`src/rtl/board_io_pkg.sv`:
```
// Shared constants for the board input controller: input counts, register
// addresses and the idle (reset) level of every raw input.
package board_io_pkg;

   localparam int N_INPUTS = 13;
   localparam int N_KEYS   = 3;
   localparam int N_SW     = 10;

   localparam logic [1:0] ADDR_STATUS  = 2'd0;
   localparam logic [1:0] ADDR_IRQ_EN  = 2'd1;
   localparam logic [1:0] ADDR_PENDING = 2'd2;
   localparam logic [1:0] ADDR_LED     = 2'd3;

   // Keys are active-low (idle high), switches idle low; bit order {key, sw}.
   localparam logic [N_INPUTS-1:0] INPUT_RST_VAL = {{N_KEYS{1'b1}}, {N_SW{1'b0}}};
   localparam logic [N_INPUTS-1:0] SW_MASK       = {{N_KEYS{1'b0}}, {N_SW{1'b1}}};

   function automatic logic [31:0] zext_inputs(input logic [N_INPUTS-1:0] v);
      return {{(32 - N_INPUTS){1'b0}}, v};
   endfunction

endpackage

```
`src/rtl/board_input_ctrl_if.sv`:
```
// Register-slave bus between the processor and the board input controller.
interface board_input_ctrl_if;
   logic [1:0]  avs_address;
   logic        avs_read;
   logic        avs_write;
   logic [31:0] avs_writedata;
   logic [31:0] avs_readdata;
   logic        avs_readdatavalid;

   modport master (
      output avs_address, avs_read, avs_write, avs_writedata,
      input  avs_readdata, avs_readdatavalid
   );

   modport slave (
      input  avs_address, avs_read, avs_write, avs_writedata,
      output avs_readdata, avs_readdatavalid
   );
endinterface

```
`src/rtl/input_debounce.sv`:
```
// One raw input: 2-flop synchronizer, stability counter and debounced level,
// with single-cycle rise/fall pulses asserted in the cycle before the level flips.
module input_debounce #(
   parameter int   DEBOUNCE_CYCLES = 50000,
   parameter logic RST_VAL         = 1'b0
) (
   input  logic clk,
   input  logic rst_n,
   input  logic raw,
   output logic level,
   output logic rise,
   output logic fall
);
   localparam int CNT_W = (DEBOUNCE_CYCLES > 1) ? $clog2(DEBOUNCE_CYCLES) : 1;
   localparam logic [CNT_W-1:0] CNT_MAX = CNT_W'(DEBOUNCE_CYCLES - 1);

   logic             sync1_reg;
   logic             sync2_reg;
   logic             level_reg;
   logic [CNT_W-1:0] cnt_reg;
   logic             differ;
   logic             update;

   assign differ = (sync2_reg != level_reg);
   assign update = differ && (cnt_reg == CNT_MAX);

   // The update branch takes priority at CNT_MAX, so the counter never wraps.
   always_ff @(posedge clk or negedge rst_n) begin
      if (!rst_n) begin
         sync1_reg <= RST_VAL;
         sync2_reg <= RST_VAL;
         level_reg <= RST_VAL;
         cnt_reg   <= '0;
      end else begin
         sync1_reg <= raw;
         sync2_reg <= sync1_reg;
         if (update) begin
            level_reg <= sync2_reg;
            cnt_reg   <= '0;
         end else if (differ) begin
            cnt_reg <= cnt_reg + 1'b1;
         end else begin
            cnt_reg <= '0;
         end
      end
   end

   assign level = level_reg;
   assign rise  = update &  sync2_reg;
   assign fall  = update & ~sync2_reg;

endmodule

```
`src/rtl/board_input_ctrl.sv`:
```
// Debounced KEY/SW inputs with event latching, interrupt generation and an
// LED output register, all behind a 4-word zero-wait register slave.
module board_input_ctrl
   import board_io_pkg::*;
#(
   parameter int DEBOUNCE_CYCLES = 50000
) (
   input  logic                clk,
   input  logic                rst_n,
   input  logic [N_KEYS-1:0]   key_in,
   input  logic [N_SW-1:0]     sw_in,
   board_input_ctrl_if.slave   bus,
   output logic [N_SW-1:0]     ledr_out,
   output logic                irq
);
   logic [N_INPUTS-1:0] raw_vec;
   logic [N_INPUTS-1:0] level_vec;
   logic [N_INPUTS-1:0] rise_vec;
   logic [N_INPUTS-1:0] fall_vec;
   logic [N_INPUTS-1:0] event_vec;

   logic [N_INPUTS-1:0] irq_en_reg,  irq_en_next;
   logic [N_INPUTS-1:0] pending_reg, pending_next;
   logic [N_SW-1:0]     led_reg,     led_next;
   logic [31:0]         rdata_reg,   rdata_next;
   logic                rdvalid_reg;
   logic                irq_reg;
   logic [N_INPUTS-1:0] w1c_mask;
   logic                unused_wdata_bits;

   assign raw_vec = {key_in, sw_in};

   generate
      for (genvar gi = 0; gi < N_INPUTS; gi++) begin : g_deb
         input_debounce #(
            .DEBOUNCE_CYCLES (DEBOUNCE_CYCLES),
            .RST_VAL         (INPUT_RST_VAL[gi])
         ) u_deb (
            .clk   (clk),
            .rst_n (rst_n),
            .raw   (raw_vec[gi]),
            .level (level_vec[gi]),
            .rise  (rise_vec[gi]),
            .fall  (fall_vec[gi])
         );
      end
   endgenerate

   // Keys are active-low: only a debounced fall is a press. Switches flag both edges.
   assign event_vec = fall_vec | (rise_vec & SW_MASK);

   assign unused_wdata_bits = ^bus.avs_writedata[31:N_INPUTS];

   always_comb begin
      irq_en_next = irq_en_reg;
      led_next    = led_reg;
      w1c_mask    = '0;
      rdata_next  = '0;
      if (bus.avs_write) begin
         case (bus.avs_address)
            ADDR_IRQ_EN:  irq_en_next = bus.avs_writedata[N_INPUTS-1:0];
            ADDR_PENDING: w1c_mask    = bus.avs_writedata[N_INPUTS-1:0];
            ADDR_LED:     led_next    = bus.avs_writedata[N_SW-1:0];
            default:      ;
         endcase
      end
      // A new event on the same bit as a W1C wins: set is applied after clear.
      pending_next = (pending_reg & ~w1c_mask) | event_vec;
      case (bus.avs_address)
         ADDR_STATUS:  rdata_next = zext_inputs(level_vec);
         ADDR_IRQ_EN:  rdata_next = zext_inputs(irq_en_reg);
         ADDR_PENDING: rdata_next = zext_inputs(pending_reg);
         default:      rdata_next = {{(32 - N_SW){1'b0}}, led_reg};
      endcase
   end

   always_ff @(posedge clk or negedge rst_n) begin
      if (!rst_n) begin
         irq_en_reg  <= '0;
         pending_reg <= '0;
         led_reg     <= '0;
         rdata_reg   <= '0;
         rdvalid_reg <= 1'b0;
         irq_reg     <= 1'b0;
      end else begin
         irq_en_reg  <= irq_en_next;
         pending_reg <= pending_next;
         led_reg     <= led_next;
         rdvalid_reg <= bus.avs_read;
         irq_reg     <= |(pending_reg & irq_en_reg);
         if (bus.avs_read) begin
            rdata_reg <= rdata_next;
         end
      end
   end

   assign bus.avs_readdata      = rdata_reg;
   assign bus.avs_readdatavalid = rdvalid_reg;
   assign ledr_out              = led_reg;
   assign irq                   = irq_reg;

endmodule

```
`src/flat_wrapper.sv`:
```
// flat-port wrapper written by rule: the top's interface ports become plain ports
module board_input_ctrl_flat import board_io_pkg::*;
#(
   parameter int DEBOUNCE_CYCLES = 50000
)
  (clk, rst_n, key_in, sw_in, ledr_out, irq, bus_avs_address, bus_avs_read, bus_avs_write, bus_avs_writedata, bus_avs_readdata, bus_avs_readdatavalid);
  board_input_ctrl_if bus_i ();
  input  logic clk;
  input  logic rst_n;
  input  logic [N_KEYS-1:0] key_in;
  input  logic [N_SW-1:0] sw_in;
  output logic [N_SW-1:0] ledr_out;
  output logic irq;
  input wire logic [$bits(bus_i.avs_address)-1:0] bus_avs_address;
  input wire logic [$bits(bus_i.avs_read)-1:0] bus_avs_read;
  input wire logic [$bits(bus_i.avs_write)-1:0] bus_avs_write;
  input wire logic [$bits(bus_i.avs_writedata)-1:0] bus_avs_writedata;
  output wire logic [$bits(bus_i.avs_readdata)-1:0] bus_avs_readdata;
  output wire logic [$bits(bus_i.avs_readdatavalid)-1:0] bus_avs_readdatavalid;
  assign bus_i.avs_address = bus_avs_address;
  assign bus_i.avs_read = bus_avs_read;
  assign bus_i.avs_write = bus_avs_write;
  assign bus_i.avs_writedata = bus_avs_writedata;
  assign bus_avs_readdata = bus_i.avs_readdata;
  assign bus_avs_readdatavalid = bus_i.avs_readdatavalid;
  board_input_ctrl #(.DEBOUNCE_CYCLES(DEBOUNCE_CYCLES)) u_core (.clk(clk), .rst_n(rst_n), .key_in(key_in), .sw_in(sw_in), .bus(bus_i), .ledr_out(ledr_out), .irq(irq));
endmodule
```
`config.mk`:
```
export PLATFORM = sky130hd
export DESIGN_NAME = board_input_ctrl_flat
export DESIGN_NICKNAME = d
export VERILOG_FILES = /design/src/rtl/board_io_pkg.sv /design/src/rtl/board_input_ctrl_if.sv /design/src/rtl/input_debounce.sv /design/src/rtl/board_input_ctrl.sv /design/src/flat_wrapper.sv
export SDC_FILE = /design/constraint.sdc
export NUM_CORES = 1
export LEC_CHECK = 0
export BUFFER_PORTS_ARGS = -buffer_cell sky130_fd_sc_hd__buf_2
export CAP_MARGIN = 15
export CORE_ASPECT_RATIO = 1.5
export CORE_UTILIZATION = 46
export DETAILED_ROUTE_END_ITERATION = 10
export PLACE_DENSITY_LB_ADDON = 0.25
export SLEW_MARGIN = 40
export SYNTH_ARGS = -nofsm -noshare
export SYNTH_HDL_FRONTEND = slang
export SYNTH_SLANG_ARGS = --single-unit
```
`constraint.sdc`:
```
create_clock -name clk -period 2.5 [get_ports clk]
set_input_delay 0.25 -clock clk [delete_from_list [all_inputs] [get_ports clk]]
set_output_delay 0.25 -clock clk [all_outputs]
set_load 0.01 [all_outputs]
```
## Word-level counts from Yosys, hierarchy flattened

Index checks and enable logic that the tools add are counted.

- Add/sub/neg operators: 13
- Equal/unequal tests: 29
- Mux-type cells: 29
- Bitwise operators: 41
- Reductions and logical operators: 17

Operators by type and width:

| operator | number |
|---|---|
| $mux 16 | 26 |
| $add 16x1->16 const B | 13 |
| $eq 16x16->1 const B | 13 |
| $pmux 13 s3 | 1 |
| $and 13x13->13 | 2 |
| $mux 13 | 2 |
| $and 1x1->1 | 23 |
| $logic_and 1x1->1 | 13 |
| $ne 1x1->1 | 13 |
| $not 1->1 | 13 |
| $not 13->13 | 1 |
| $or 13x10->13 | 1 |
| $or 13x13->13 | 1 |
| $reduce_or 13->1 | 1 |
| $eq 2x2->1 const B | 2 |
| $reduce_and 2->1 | 2 |
| $eq 2x1->1 const B | 1 |
| $logic_not 2->1 | 1 |

- Bits of input ports: 51
- Output and inout port bits: 44
- Logic and storage cells: 187
- Register bits: 317

## Depth between registers and ports, before layout

Gate-level depths: netlist (run 1).

- Depth after elaboration: 6
- Depth in mapped cells: 7
- Gate-level depth less buffers: 5

## Cells and area by module

Synthesis (run 1) repeated with hierarchy kept, for this count alone.

- Cell total of the unflattened synthesis: 1310
- Area total of the unflattened synthesis: 15288.4 um2

By module, submodules not included:

| module | seq. area each (um2) | times used | cells an instance | area each (um2) |
|---|---|---|---|---|
| input_debounce (u_core.g_deb[0].u_deb ...) | 475.5 | 10 | 85 | 984.7 |
| input_debounce (u_core.g_deb[10].u_deb ...) | 479.2 | 3 | 85 | 988.4 |
| board_input_ctrl | 1276.2 | 1 | 205 | 2476.1 |

## Least setup slack after synthesis (run 1)

Ideal clock, no wire load.

- Kind: register to register
- Start: reg u_core.g_deb[1].u_deb.cnt_reg[7]
- End: reg u_core.g_deb[1].u_deb.cnt_reg[10]
- Setup time: 0.119 ns
- Stages on the path, launching flop included: 7
- Period minus slack after synthesis: 1.922 ns
- Required time: 2.381 ns
- Data arrival time: 1.803 ns
- Path buffers: 2
- Setup slack: 0.578 ns
- Cell sequence: dfrtp_1 > or4b_1 > or4_4 > nand2b_2 > buf_6 > buf_6 > nor2_1

- Cells in the longest elaborated chain, start to end: 3
- Elaborated cells on any way between the ends: 5
- Those cells by class: add/sub: 1; eq/ne: 1; mux: 2; reduce/logical: 1

RTL lines:

| what | line | RTL |
|---|---|---|
| start, declared | input_debounce.sv:20 | `logic [CNT_W-1:0] cnt_reg;` |
| start signal, assigned | input_debounce.sv:41 | `cnt_reg <= cnt_reg + 1'b1;` |
| $add 16x1->16 / $eq 16x16->1 (equally long branches) | input_debounce.sv:41, input_debounce.sv:25 |  |
| $mux 16 / $logic_and 1x1->1 (equally long branches) | input_debounce.sv:40, input_debounce.sv:25 |  |
| $mux 16 * | input_debounce.sv:37 | `if (update) begin` |

Mark *: on every way between the ends. The rest lies on a longest branch, timed or not.
A chain may end at the register's enable or synchronous reset.

## Final worst setup path (run 1)

- Start: reg u_core.g_deb[9].u_deb.cnt_reg[0]
- End: reg u_core.g_deb[9].u_deb.cnt_reg[11]

- Cells in the longest elaborated chain, start to end: 3
- Elaborated cells on any way between the ends: 5
- Those cells by class: add/sub: 1; eq/ne: 1; mux: 2; reduce/logical: 1

RTL lines:

| what | line |
|---|---|
| start, declared | input_debounce.sv:20 |
| start signal, assigned | input_debounce.sv:41 |
| $add 16x1->16 / $eq 16x16->1 (equally long branches) | input_debounce.sv:41, input_debounce.sv:25 |
| $mux 16 / $logic_and 1x1->1 (equally long branches) | input_debounce.sv:40, input_debounce.sv:25 |
| $mux 16 * | input_debounce.sv:37 |

Marks and branches as above.

==> qor.yml, run 1 <==
status: "completed"
finalSetupTns_ps: 0
wl_um: 26760
r2r_cells: 5
cts_sinks: 298
post-synth-top-area-cell: "dfrtp_1"
antenna_found_initial: 0
place_area_sq_um: 14500
die_area_sq_um: 30870
avgRoutedWirePerCell_um: 14.75
max_slew.worst_pin.slew_ps: 785.4
start_util: 0.4690
clock_latency_ps: 570
cts_resized: 0
netlist_instances: 1300
cp_max_fo: 15
grt_usage: 0.1823
critPathMaxStageDelay_ps: 560
grt_first_pass_wirelength_um: 45600
area_growth_pct: 13.80
cts.clk_slew.worst_paths_ps: 60
grt_max_degree: 74
io-pin-count: 95
leakage_nw: 6.377
r2r_start: "u_core.g_deb[9].u_deb.cnt_reg[0]"
dp_slack_ps: 402.9
power_density_nw_per_um2: 662.9
cts_max_level: 1
yosys.cell_types.count: 46
cts_tree: "yes"
die_y_um: 214.7
drc: 0
viasPerCell: 5.213
core_sq_um: 29580
largest_reg_flops: 208
overflow: 0
hp-class: "input pin to flip-flop"
async_flop_share: 1.000
r2r_slack_ps: 440
fmax_mhz: 484.8
fin_area_sq_um: 15790
vdd_ir_drop_max_mv: 0.4709
critPathCaptureType: "flip-flop"
layout.nets: 1460
fin_cells: 1814
worstHoldPathCells: 1
postSynthAreaPerCell_sq_um: 10.67
crit_start: "u_core.g_deb[9].u_deb.cnt_reg[0]"
synth_seq_area_share: 0.5384
hold_slack_ps: 48.79
cp-start-kind: "flip-flop"
maxCapViolCount: 0
grt_pass1_vias: 9653
antenna_left: 0
synth_warnings: 0
synth-seq-cells: 298
num_rows: 77
drtIter0Drc: 330
synth_top_area_frac: 0.5214
drv_slew: 0
io_buffers: 56
path_cells: "ha_1 > nand4_1 > or4_1 > nand2_1 > nor2_1"
final_hold_viol_count: 0
worstPathArrival_ps: 2490
crit_end: "u_core.g_deb[9].u_deb.cnt_reg[11]"
period_share: 0.8251
worst_r2r_endpoint: "u_core.g_deb[9].u_deb.cnt_reg[11]"
dr.pass1.iters: 4
maxSlewHeadroom: 0.4748
synth_area_sq_um: 13870
vias: 9456
clockBufferDepth: 3
gp_congestion: 0.8146
rsz0062_at_grt: "false"
required_ps: 2930
fin_crit_ps: 2063
die_w_um: 143.8
worstSetupPathType: "flip-flop to flip-flop"
finClkSkew_ps: 17.63
post-dp-hpwl_um: 18540
crit_slowest_cell: "or4_1"
synth_edf_count: 0
clockRootBuffer: "clkbuf_16"
place_inst: 1732
setup_viol_count_final: 0
synth_area_leaders: "dfrtp_1 52%, xnor2_1 11%, nor2_1 6.6%, mux2_2 3.3%, nand3_1 2.5%"
synth-main-ff-cell: "dfrtp_1"
fin_total_pwr_mw: 10.46
utilization: 0.5337
cts_made_buffers: 30
fillers: 2606
setup_ws_ps: 437.3
drive_gt1_frac: 0.1360
antenna_cells: 0
[critical path: cells and delay by family, from the launching register on]
kind                     cells  cell delay [ps]
AND/OR/NAND/NOR              4             1330
flip-flops                   1              380
adder cells (fa/ha/maj)      1              220
[routing by layer]
metal	share of wire	wire [um]	global-route usage	vias up
li1	-	-	-	4626
met1	0.42	11210	0.2166	4615
met4	0.029	782	0.06702	0
met5	0	0	0	-
met2	0.51	13680	0.3291	171
met3	0.040	1082	0.02546	44
[cell type report]
class / instances / area, sq um / area share
multi-input combinational: 923 / 5941 / 0.3763
tap: 395 / 494.2 / 0.03131
sequential: 298 / 7468 / 0.4731
clock inverter: 6 / 86.33 / 0.005469
clock buffer: 49 / 933.4 / 0.05913
inverter: 53 / 198.9 / 0.01260
timing repair buffer: 90 / 663.1 / 0.04201
[cell usage in the layout, fill, tap and decap left out, types with 7 or more instances in the layout]
cell type      netlist  final
inv_1               53     53
dfrtp_1            289    289
mux4_2              10     10
clkbuf_16            0     31
or4b_1              18     18
dfstp_2              9      9
conb_1               1     19
buf_2                3     55
a21oi_1             12     12
dlygate4sd3_1        0     27
or4_4                9      9
nand3b_1            10     10
mux2_2              41     41
clkbuf_1             6      9
o21ai_0             12     12
nor3_1              52     52
and3_1               7      7
nand4_1             52     52
nand2b_2             8      8
nand3_1             69     69
nor4_1              47     47
ha_1                13     13
nand2_1             68     68
xor2_1              21     21
clkbuf_8             0      9
xnor2_1            168    168
nor2_1             245    245
[Yosys cell counts, types with 10 or more instances]
master	count
xor2_1	21
xnor2_1	168
mux4_2	10
or4b_1	18
nand4_1	52
nand3b_1	10
nor2_1	245
nor3_1	52
mux2_2	41
dfrtp_1	289
o21ai_0	12
nand2_1	68
inv_1	53
nand3_1	69
buf_4	22
a21oi_1	12
ha_1	13
nor4_1	47
[kinds of logic after synthesis]
logic type / share of synthesized area
compound gates: 0.01678
xor+xnor: 0.1193
fa+ha+maj: 0.01173
buf+inv: 0.03816
flops: 0.5384
mux: 0.05575
other cells: 0.0002704
simple gates: 0.2196
[what timing repair did]
item,CTS,global route
setup endpoints to repair,0,0
setup buffers,0,0
hold buffers,27,0
endpoints found under the hold margin,109,0
[how the worst min path moves through the flow]
stage,start,end
4_1_cts,bus_avs_read,u_core.bus.avs_readdatavalid
3_3_place_gp,rst_n,u_core.g_deb[7].u_deb.cnt_reg[3]
3_5_place_dp,rst_n,u_core.g_deb[7].u_deb.cnt_reg[3]
5_1_grt,bus_avs_read,u_core.bus.avs_readdatavalid
2_1_floorplan,rst_n,u_core.bus.avs_readdata[0]
6_report,bus_avs_read,u_core.bus.avs_readdatavalid
[power breakdown]
part	internal [mW]	switching [mW]
logic	0.303	0.375
registers	5.03	0.173
clock network	2.74	1.84
Note: power is estimated with default switching activity, not from simulation.
==> inputs of run 2 (changes only) <==
- ABC_AREA: unset -> 1
- clock period: 2.5 -> 2 ns (I/O delays scaled with it)
==> run 2 against run 1 <==
- flip-flop and latch count unchanged
- clock-buffer cell count fell by 14
- sequential share of layout area is 5.0 points lower
- maximum frequency increased by 31%
- power up 28%
- die area rose by 11%
- first-iteration DRC count rose by 74%
- synthesized area grew 12%
- via count increased by 31%
- wire length up 24%
- largest cell class unchanged
- largest power group unchanged
- highest routed layer is now met5
==> qor.yml, run 2 <==
synth_area_sq_um: 15470  # +12%
grt_max_degree: 64  # -14%
drc: 0  # unchanged
synth.most_common_cell: "nand2_1"
die_area_sq_um: 34380  # +11%
final_hold_viol_count: 0  # unchanged
p_sw_mw: 3.196  # +34%
clock_latency_ps: 570  # about the same
grt_usage: 0.2058  # +0.02345
yosys.cell_types.count: 36  # -22%
cts_made_buffers: 30  # unchanged
place_area_sq_um: 16290  # +12%
antenna_cells: 0  # unchanged
maxCapViolCount: 0  # unchanged
synthSimpleGateAreaFrac: 0.3135  # +0.09393
vias: 12378  # +31%
synth-seq-cells: 298  # unchanged
synth_compound_area_frac: 0.04181  # +0.02504
cts_max_level: 1  # unchanged
cts_sinks: 298  # unchanged
clkPwrFrac: 0.454  # +0.016
synth_warnings: 0  # unchanged
async_flop_share: 1.000  # unchanged
cts.clk_slew.worst_paths_ps: 60  # about the same
clockRootBuffer: "clkbuf_16"
synth_edf_count: 0  # unchanged
synth_top_family_by_area: "simple AND/OR/NAND/NOR gates"
grt_first_pass_wirelength_um: 57060  # +25%
synth_area_leaders: "dfrtp_1 47%, nand2_1 14%, nor2_1 10%, inv_1 5.9%, xor2_1 4.6%"
avgRoutedWirePerCell_um: 13.01  # -12%
regArea_sq_um: 7468  # unchanged
maxSlewHeadroom: 0.6273  # +0.1525
vdd_ir_drop_max_mv: 0.5784  # +23%
synth_xor_area_frac: 0.07773  # -0.04161
fin_crit_ps: 1573  # -489.4 ps
io-pin-count: 95  # unchanged
cp_max_fo: 5  # -10
final_cell_mix: "560 x nand2_1, 417 x nor2_1, 289 x dfrtp_1, 242 x inv_1, 119 x nand3_1"
p_int_mw: 10.20  # +26%
largest_reg_flops: 208  # unchanged
swShare: 0.2387  # +0.01033
cp-start-kind: "flip-flop"
seqPwrFrac: 0.481  # -0.016
period_share: 0.7867  # -0.03841
die_y_um: 226.6  # +5.6%
rsz0062_at_grt: "false"
fillers: 3117  # +20%
grt_pass1_vias: 12379  # +28%
drive_gt1_frac: 0.08811  # -0.04790
post-dp-hpwl_um: 24540  # +32%
netlist_instances: 2003  # +54%
dr.pass1.iters: 5  # +1
fin_area_sq_um: 17660  # +12%
fmax_mhz: 635.6  # +31%
antenna_left: 0  # unchanged
worstPathArrival_ps: 2020  # -470 ps
status: "completed"
power_density_nw_per_um2: 758.3  # +14%
finClkSkew_ps: 8.687  # -8.943 ps
synth_mux_area_frac: 0  # -0.05575
cts_tree: "yes"
hp-class: "input pin to flip-flop"
synth_top_area_frac: 0.4675  # -0.05389
drtIter0Drc: 574  # +74%
die_w_um: 151.7  # +5.5%
wl_um: 33300  # +24%
clockBufferDepth: 3  # unchanged
critPathCaptureType: "flip-flop"
layout_commonest_cell: "nand2_1"
postSynthAreaPerCell_sq_um: 7.723  # -28%
setup_viol_count_final: 0  # unchanged
synth_seq_area_share: 0.4828  # -0.05565
layout.nets: 2185  # +50%
viasPerCell: 4.835  # -7.2%
synth_commonest_cells: "560 x nand2_1, 417 x nor2_1, 289 x dfrtp_1, 242 x inv_1, 119 x nand3_1"
worstSetupPathType: "flip-flop to flip-flop"
multi_input_area_sq_um: 6933  # +17%
start_util: 0.4711  # +0.002146
core_sq_um: 32840  # +11%
post-synth-top-area-cell: "dfrtp_1"
finalSetupTns_ps: 0  # unchanged
io_buffers: 56  # unchanged
drv_slew: 0  # unchanged
antenna_found_initial: 1  # +1
overflow: 0  # unchanged
required_ps: 2450  # -480 ps
leakage_nw: 8.530  # +34%
cts_resized: 0  # unchanged
synth-main-ff-cell: "dfrtp_1"
gp_congestion: 0.9187  # +13%
synth_fa_ha_area_frac: 0.01051  # -0.001212
combPwrFrac: 0.065  # about the same
num_rows: 81  # +5.2%
area_growth_pct: 14.15
max_slew.worst_pin.slew_ps: 558.4  # -227.0 ps
[run 2: final timing paths]
kind | from | end | slack [ps] | depth (start not counted)
worst max register to register | u_core.g_deb[12].u_deb.cnt_reg[0] | u_core.g_deb[12].u_deb.cnt_reg[14] | 430 | 6
worst min register to register | u_core.g_deb[7].u_deb.sync1_reg | u_core.g_deb[7].u_deb.sync2_reg | 350 | 0
worst max-delay path | u_core.g_deb[12].u_deb.cnt_reg[0] | u_core.g_deb[12].u_deb.cnt_reg[14] | 430 | 6
min in group asynchronous | rst_n | u_core.g_deb[5].u_deb.cnt_reg[10] | 130 | 2
worst min-delay path | bus_avs_address[1] | u_core.bus.avs_readdata[5] | 120 | 4
max in group asynchronous | rst_n | u_core.g_deb[11].u_deb.sync1_reg | 1150 | 3
[run 2: through the flow]
stage / worst slack [ps] / instances / util / hold slack, ps / power, mW
after floorplan: 674.0 / 2021 / - / -95.59 / 6.976
after global placement: 484.5 / 2475 / 0.4961 / 148.7 / 7.374
after detailed placement: 444.8 / 2475 / 0.4961 / 148.3 / 7.398
after CTS: 441.0 / 2560 / 0.5378 / 94.78 / 13.60
after global routing: 265.4 / 2560 / 0.5378 / 168.9 / 13.96
final: 426.7 / 2560 / 0.5378 / 117.5 / 13.39
[run 2: routing by layer]
layer | GRT usage | vias up | share of wire
li1 | - | 6350 | -
met1 | 0.2408 | 5742 | 0.42
met2 | 0.3767 | 209 | 0.51
met3 | 0.02535 | 75 | 0.037
met4 | 0.07825 | 2 | 0.034
met5 | 0 | - | 0.00033
[run 2: critical path, stage by stage, from the launching register on]
cell and delay [ps]:
dfrtp_1 370, ha_1 230, nand3_1 200, nor3_1 180, nand3_1 190, nand2_1 210
nor2_1 70
[run 2: cell type report]
class                           count  area share
Clock inverter                     21     0.01410
Sequential cell                   298      0.4229
Inverter                          248     0.05271
Clock buffer                       35     0.04705
Multi-Input combinational cell   1445      0.3926
Timing Repair Buffer               98     0.04124
Tap cell                          415     0.02940
[run 2: power groups by stage]
stage	logic (mW)	clock network, mW	registers [mW]
after floorplan	0.447	0	6.53
after global placement	0.834	0	6.54
after detailed placement	0.849	0	6.55
after CTS	0.897	6.26	6.44
after global routing	1.01	6.48	6.46
final	0.876	6.08	6.44
[run 2: kinds of logic after synthesis]
kind of cell | count (synthesis)
adder cells (fa/ha/maj) | 13
AND/OR/NAND/NOR | 1181
XOR/XNOR | 127
buffers and inverters | 278
other | 1
flip-flops | 298
AO/OA/AOI/OAI | 105
[run 2: repair_timing]
action,in CTS,in global routing
buffers inserted,0,0
endpoints found under the hold margin,315,0
hold buffers,29,0
